<file path="src/rtl/memory_dual_port.sv">
// Simple dual-port synchronous RAM: one write port with byte enables, one registered read port,
// and a clear engine that sweeps every word to INIT_VALUE while busy is high.
module memory_dual_port #(
  parameter int                AWIDTH     = 5,
  parameter int                DWIDTH     = 8,
  parameter int                RD_LATENCY = 1,
  parameter int                RDW_MODE   = 0,
  parameter logic [DWIDTH-1:0] INIT_VALUE = '0
) (
  input  logic                clk,
  input  logic                rst,
  input  logic                clr,
  output logic                busy,
  input  logic                wr,
  input  logic [AWIDTH-1:0]   waddr,
  input  logic [DWIDTH-1:0]   wdata,
  input  logic [DWIDTH/8-1:0] wbe,
  input  logic                rd,
  input  logic [AWIDTH-1:0]   raddr,
  output logic [DWIDTH-1:0]   rdata,
  output logic                rvalid
);

  localparam int DEPTH  = 2 ** AWIDTH;
  localparam int NBYTES = DWIDTH / 8;

  typedef enum logic {IDLE, CLEAR} state_t;

  state_t             state;
  logic [AWIDTH-1:0]  cnt;
  logic [DWIDTH-1:0]  mem [DEPTH];
  logic [DWIDTH-1:0]  merged;
  logic [DWIDTH-1:0]  rd_word;
  logic               rd_en;
  logic               v1;
  logic [DWIDTH-1:0]  d1;

  always_ff @(posedge clk or posedge rst) begin
    if (rst) begin
      state <= IDLE;
      busy  <= 1'b0;
      cnt   <= '0;
    end else begin
      case (state)
        IDLE: begin
          if (clr) begin
            state <= CLEAR;
            busy  <= 1'b1;
            cnt   <= '0;
          end
        end
        CLEAR: begin
          cnt <= cnt + 1'b1;
          if (cnt == '1) begin
            state <= IDLE;
            busy  <= 1'b0;
          end
        end
        default: begin
          state <= IDLE;
          busy  <= 1'b0;
        end
      endcase
    end
  end

  // Existing word at waddr with the enabled bytes replaced; also feeds write-first reads.
  always_comb begin
    merged = mem[waddr];
    for (int i = 0; i < NBYTES; i++) begin
      if (wbe[i]) merged[8*i +: 8] = wdata[8*i +: 8];
    end
  end

  always_ff @(posedge clk) begin
    if (busy) mem[cnt] <= INIT_VALUE;
    else if (wr) mem[waddr] <= merged;
  end

  assign rd_en   = rd && !busy;
  assign rd_word = (RDW_MODE == 1 && wr && waddr == raddr) ? merged : mem[raddr];

  always_ff @(posedge clk or posedge rst) begin
    if (rst) begin
      v1 <= 1'b0;
      d1 <= '0;
    end else begin
      v1 <= rd_en;
      if (rd_en) d1 <= rd_word;
    end
  end

  generate
    if (RD_LATENCY == 2) begin : g_lat2
      logic              v2;
      logic [DWIDTH-1:0] d2;

      always_ff @(posedge clk or posedge rst) begin
        if (rst) begin
          v2 <= 1'b0;
          d2 <= '0;
        end else begin
          v2 <= v1;
          if (v1) d2 <= d1;
        end
      end

      assign rvalid = v2;
      assign rdata  = d2;
    end else begin : g_lat1
      assign rvalid = v1;
      assign rdata  = d1;
    end
  endgenerate

endmodule

</file>
<file path="config.mk">
export PLATFORM = sky130hd
export DESIGN_NAME = memory_dual_port
export DESIGN_NICKNAME = d
export VERILOG_FILES = /design/src/rtl/memory_dual_port.sv
export SDC_FILE = /design/constraint.sdc
export NUM_CORES = 1
export LEC_CHECK = 0
export CAP_MARGIN = 20
export CORE_MARGIN = 1
export CORE_UTILIZATION = 59
export CTS_CLUSTER_DIAMETER = 30
export DETAILED_ROUTE_END_ITERATION = 12
export PLACE_DENSITY = 0.77
export SYNTH_ARGS = -nofsm -noshare
export SYNTH_HDL_FRONTEND = slang
export SYNTH_SLANG_ARGS = --single-unit
</file>
<file path="constraint.sdc">
create_clock -name clk -period 6 [get_ports clk]
set_input_delay 1.2 -clock clk [delete_from_list [all_inputs] [get_ports clk]]
set_output_delay 1.2 -clock clk [all_outputs]
set_load 0.005 [all_outputs]
</file>
==> flow_metrics.env <==
export IMPL_num_io_pins=34
export IMPL_antenna_found_initial=0
export IMPL_ant_nets=0
export IMPL_rsz0062_at_grt="no"
export IMPL_start_kind="input port"
export IMPL_multiInputGateArea_sq_mm=0.00269
export IMPL_drive_gt1_frac=0.142
export IMPL_yosys_area_share_adder=0.00227
export IMPL_drc=4
export IMPL_fin_crit_sh=0.583
export IMPL_synth_ff_type="edfxtp_1"
export IMPL_dp_hpwl_mm=14.8
export IMPL_yosysSeqAreaShare=0.734
export IMPL_violations="design-rule violations"
export IMPL_critPathKind="in -> reg"
export IMPL_cts_resized=0
export IMPL_setup_tns_ps=0
export IMPL_path_buf_inv=1
export IMPL_cp_top_family="simple AND/OR/NAND/NOR gates"
export IMPL_numClockSinks=272
export IMPL_routed_wl_mm=24.5
export IMPL_syn_area_sq_mm=0.0110
export IMPL_clk_latency_ps=510
export IMPL_area_growth_syn_to_layout_pct=16.4
export IMPL_htreeDepth=2
export IMPL_ir_worst_vdd_uv=364
export IMPL_drt_iter0_drc=713
export IMPL_postSynthCellCount=647
export IMPL_synth_top_family_by_area="multiplexers"
export IMPL_fin_nets=733
export IMPL_cp_slowest_cell="nor2_1"
export IMPL_cts_tree="done"
export IMPL_critPathMaxFanout=16
export IMPL_viasPerCell=6.40
export IMPL_portBuffers=33
export IMPL_synth_edf_count=256
export IMPL_ys_ff_latch=272
export IMPL_period_minus_slack_ps=3500
export IMPL_crit_chain="clkdlybuf4s50_1 > and3b_1 > mux2i_1 > nand2_1 > nor2_1"
export IMPL_placed_cell_area_sq_mm=0.0115
export IMPL_worst_hold_path_type="reg -> reg"
export IMPL_clockBufferDepth=3
export IMPL_die_w_um=139
export IMPL_postLayoutCoreUtil=0.707
export IMPL_yosys_area_top_type="edfxtp_1"
export IMPL_rows=49
export IMPL_vias=6184
export IMPL_syn_nets=673
export IMPL_synth_mux_area_fraction=0.118
export IMPL_synth_warning_count=0
export IMPL_cts_buffers=41
export IMPL_required_ps=6140
export IMPL_end_kind="flop"
export IMPL_critPathMaxStageDelay_ps=630
export IMPL_seq_area_sq_mm=0.00809
export IMPL_diodes=0
export IMPL_hold_viol_final=0
export IMPL_path_clk_slew_ps=60
export IMPL_fin_skew_ps=8.15
export IMPL_fill_cells=1092
export IMPL_track_usage=0.264
export IMPL_max_slew_margin=0.444
export IMPL_async_reset_ff_frac=0.0588
export IMPL_maxSlewViolCount=0
export IMPL_synth_compound_area_frac=0.0824
export IMPL_p_total_mw=5.36
export IMPL_synth_common_cells="edfxtp_1 (256), mux2i_1 (129), nor2_1 (36)"
export IMPL_firstDrtPassIters=9
export IMPL_die_h_um=139
export IMPL_hold_buffers=0
export IMPL_synth_top_area_frac=0.697
export IMPL_post_cts_buffers=0
export IMPL_setup_ws_ps=2500
export IMPL_wl_per_cell_um=25.3
export IMPL_max_cap_violations=0
export IMPL_grt_pass1_vias=6307
export IMPL_coreArea_sq_mm=0.0181
export IMPL_syn_avg_cell_area_sq_um=17.0
export IMPL_cp_arrival_ps=3640
export IMPL_finalInstanceArea_sq_mm=0.0128
export IMPL_die_area_sq_mm=0.0192
export IMPL_grt_ovfl_total=0
export IMPL_worst_slew_pin_slew_ps=834
export IMPL_clock_root_buffer="clkbuf_16"
export IMPL_fmax_mhz=286
export IMPL_grt_max_degree=62
export IMPL_p_leak_nw=4.61
export IMPL_place_ws_ps=2080
export IMPL_synth_xor_area_share=0.000794
export IMPL_status="finished with violations"
export IMPL_grt_pass1_wl_mm=37.2
export IMPL_place_congestion=0.876
export IMPL_synth_top_cells_by_area="edfxtp_1 (70%), mux2i_1 (12%), dfrtp_1 (3.6%)"
export IMPL_yosys_area_share_simple=0.0394
export IMPL_start_util=0.607
export IMPL_p_per_area_mw_per_mm2=418
export IMPL_finalSetupViolations=0
export IMPL_synth_distinct_cells=39
export IMPL_yosysMostFrequentCell="edfxtp_1"
[flip-flops by register name, indices dropped and copies added, names as in the netlist]
| register | flops |
|---|---|
| busy | 1 |
| cnt | 5 |
| mem | 256 |
| rdata | 8 |
| rvalid | 1 |
| state | 1 |
[final cells by class]
class	count	share of cell area
flip-flops and latches	272	0.630
clock inverters	29	0.0192
multi-input cells	336	0.209
repair buffers	51	0.0364
clock buffers	44	0.0808
inverters	5	0.00146
well taps	229	0.0223
[kinds of logic (layout without fill, tap and decap cells)]
group | Yosys count | in the layout
compound gates | 108 | 108
xor+xnor | 1 | 1
fa+ha+maj | 2 | 2
buf+inv | 39 | 129
flops | 272 | 272
mux | 130 | 130
simple gates | 95 | 95
[tightest hold or removal path, stage by stage, from the launching register on]
cell	delay, ps
dfrtp_1	350
nand2_1	60
o41ai_2	50
[report_power, final]
part / internal, mW / total [mW] / leakage (nW) / switching [mW]
clock: 1.35 / 2.21 / 0.599 / 0.854
combinational: 0.261 / 0.731 / 1.48 / 0.470
sequential: 2.32 / 2.43 / 2.54 / 0.104
total: 3.94 / 5.36 / 4.61 / 1.43
[worst paths after layout]
path                                             end  slack [ps]            startpoint  cells after the start
worst max-delay path            mem[19][1]$_DFFE_PP_        2500                    wr                      5
worst min-delay path            rdata[3]$_DFFE_PP0P_         500  rdata[3]$_DFFE_PP0P_                      2
worst max register to register  mem[19][1]$_DFFE_PP_        3150      busy$_DFFE_PP0P_                      4
worst min register to register  rdata[3]$_DFFE_PP0P_         500  rdata[3]$_DFFE_PP0P_                      2
max in group asynchronous       rdata[4]$_DFFE_PP0P_        4400                   rst                      2
min in group asynchronous         cnt[2]$_DFFE_PP0P_        1120                   rst                      2
[cells in the final DEF, fill, tap and decap left out, types with 5 or more instances in the layout]
master,n
nor2_1,35
clkinv_1,5
clkdlybuf4s50_1,32
o41ai_2,8
dfrtp_1,16
clkinvlp_4,10
a22o_1,16
mux2i_1,129
and2_1,9
edfxtp_1,256
inv_1,5
a221oi_2,8
clkbuf_16,41
buf_4,18
nand2_1,29
a221oi_1,8
nand3b_1,5
a21oi_1,17
o22ai_1,9
a22oi_1,32
[metrics by stage]
| step | hold WS, ps | cells |
|---|---|---|
| finish | 499 | 966 |
| global route | 528 | 966 |
| CTS | 504 | 966 |
| detailed placement | 486 | 893 |
| global placement | 483 | 893 |
| floorplan | 474 | 647 |
[layer usage]
| metal | wire length [um] | share of wire | up-vias | GRT usage |
|---|---|---|---|---|
| li1 | - | - | 2711 | - |
| met1 | 9880 | 0.40 | 3059 | 0.363 |
| met2 | 11700 | 0.48 | 342 | 0.422 |
| met3 | 2070 | 0.085 | 72 | 0.0483 |
| met4 | 807 | 0.033 | 0 | 0.108 |
| met5 | 0 | 0 | - | 0 |
Note: power is estimated with default switching activity, not from simulation.
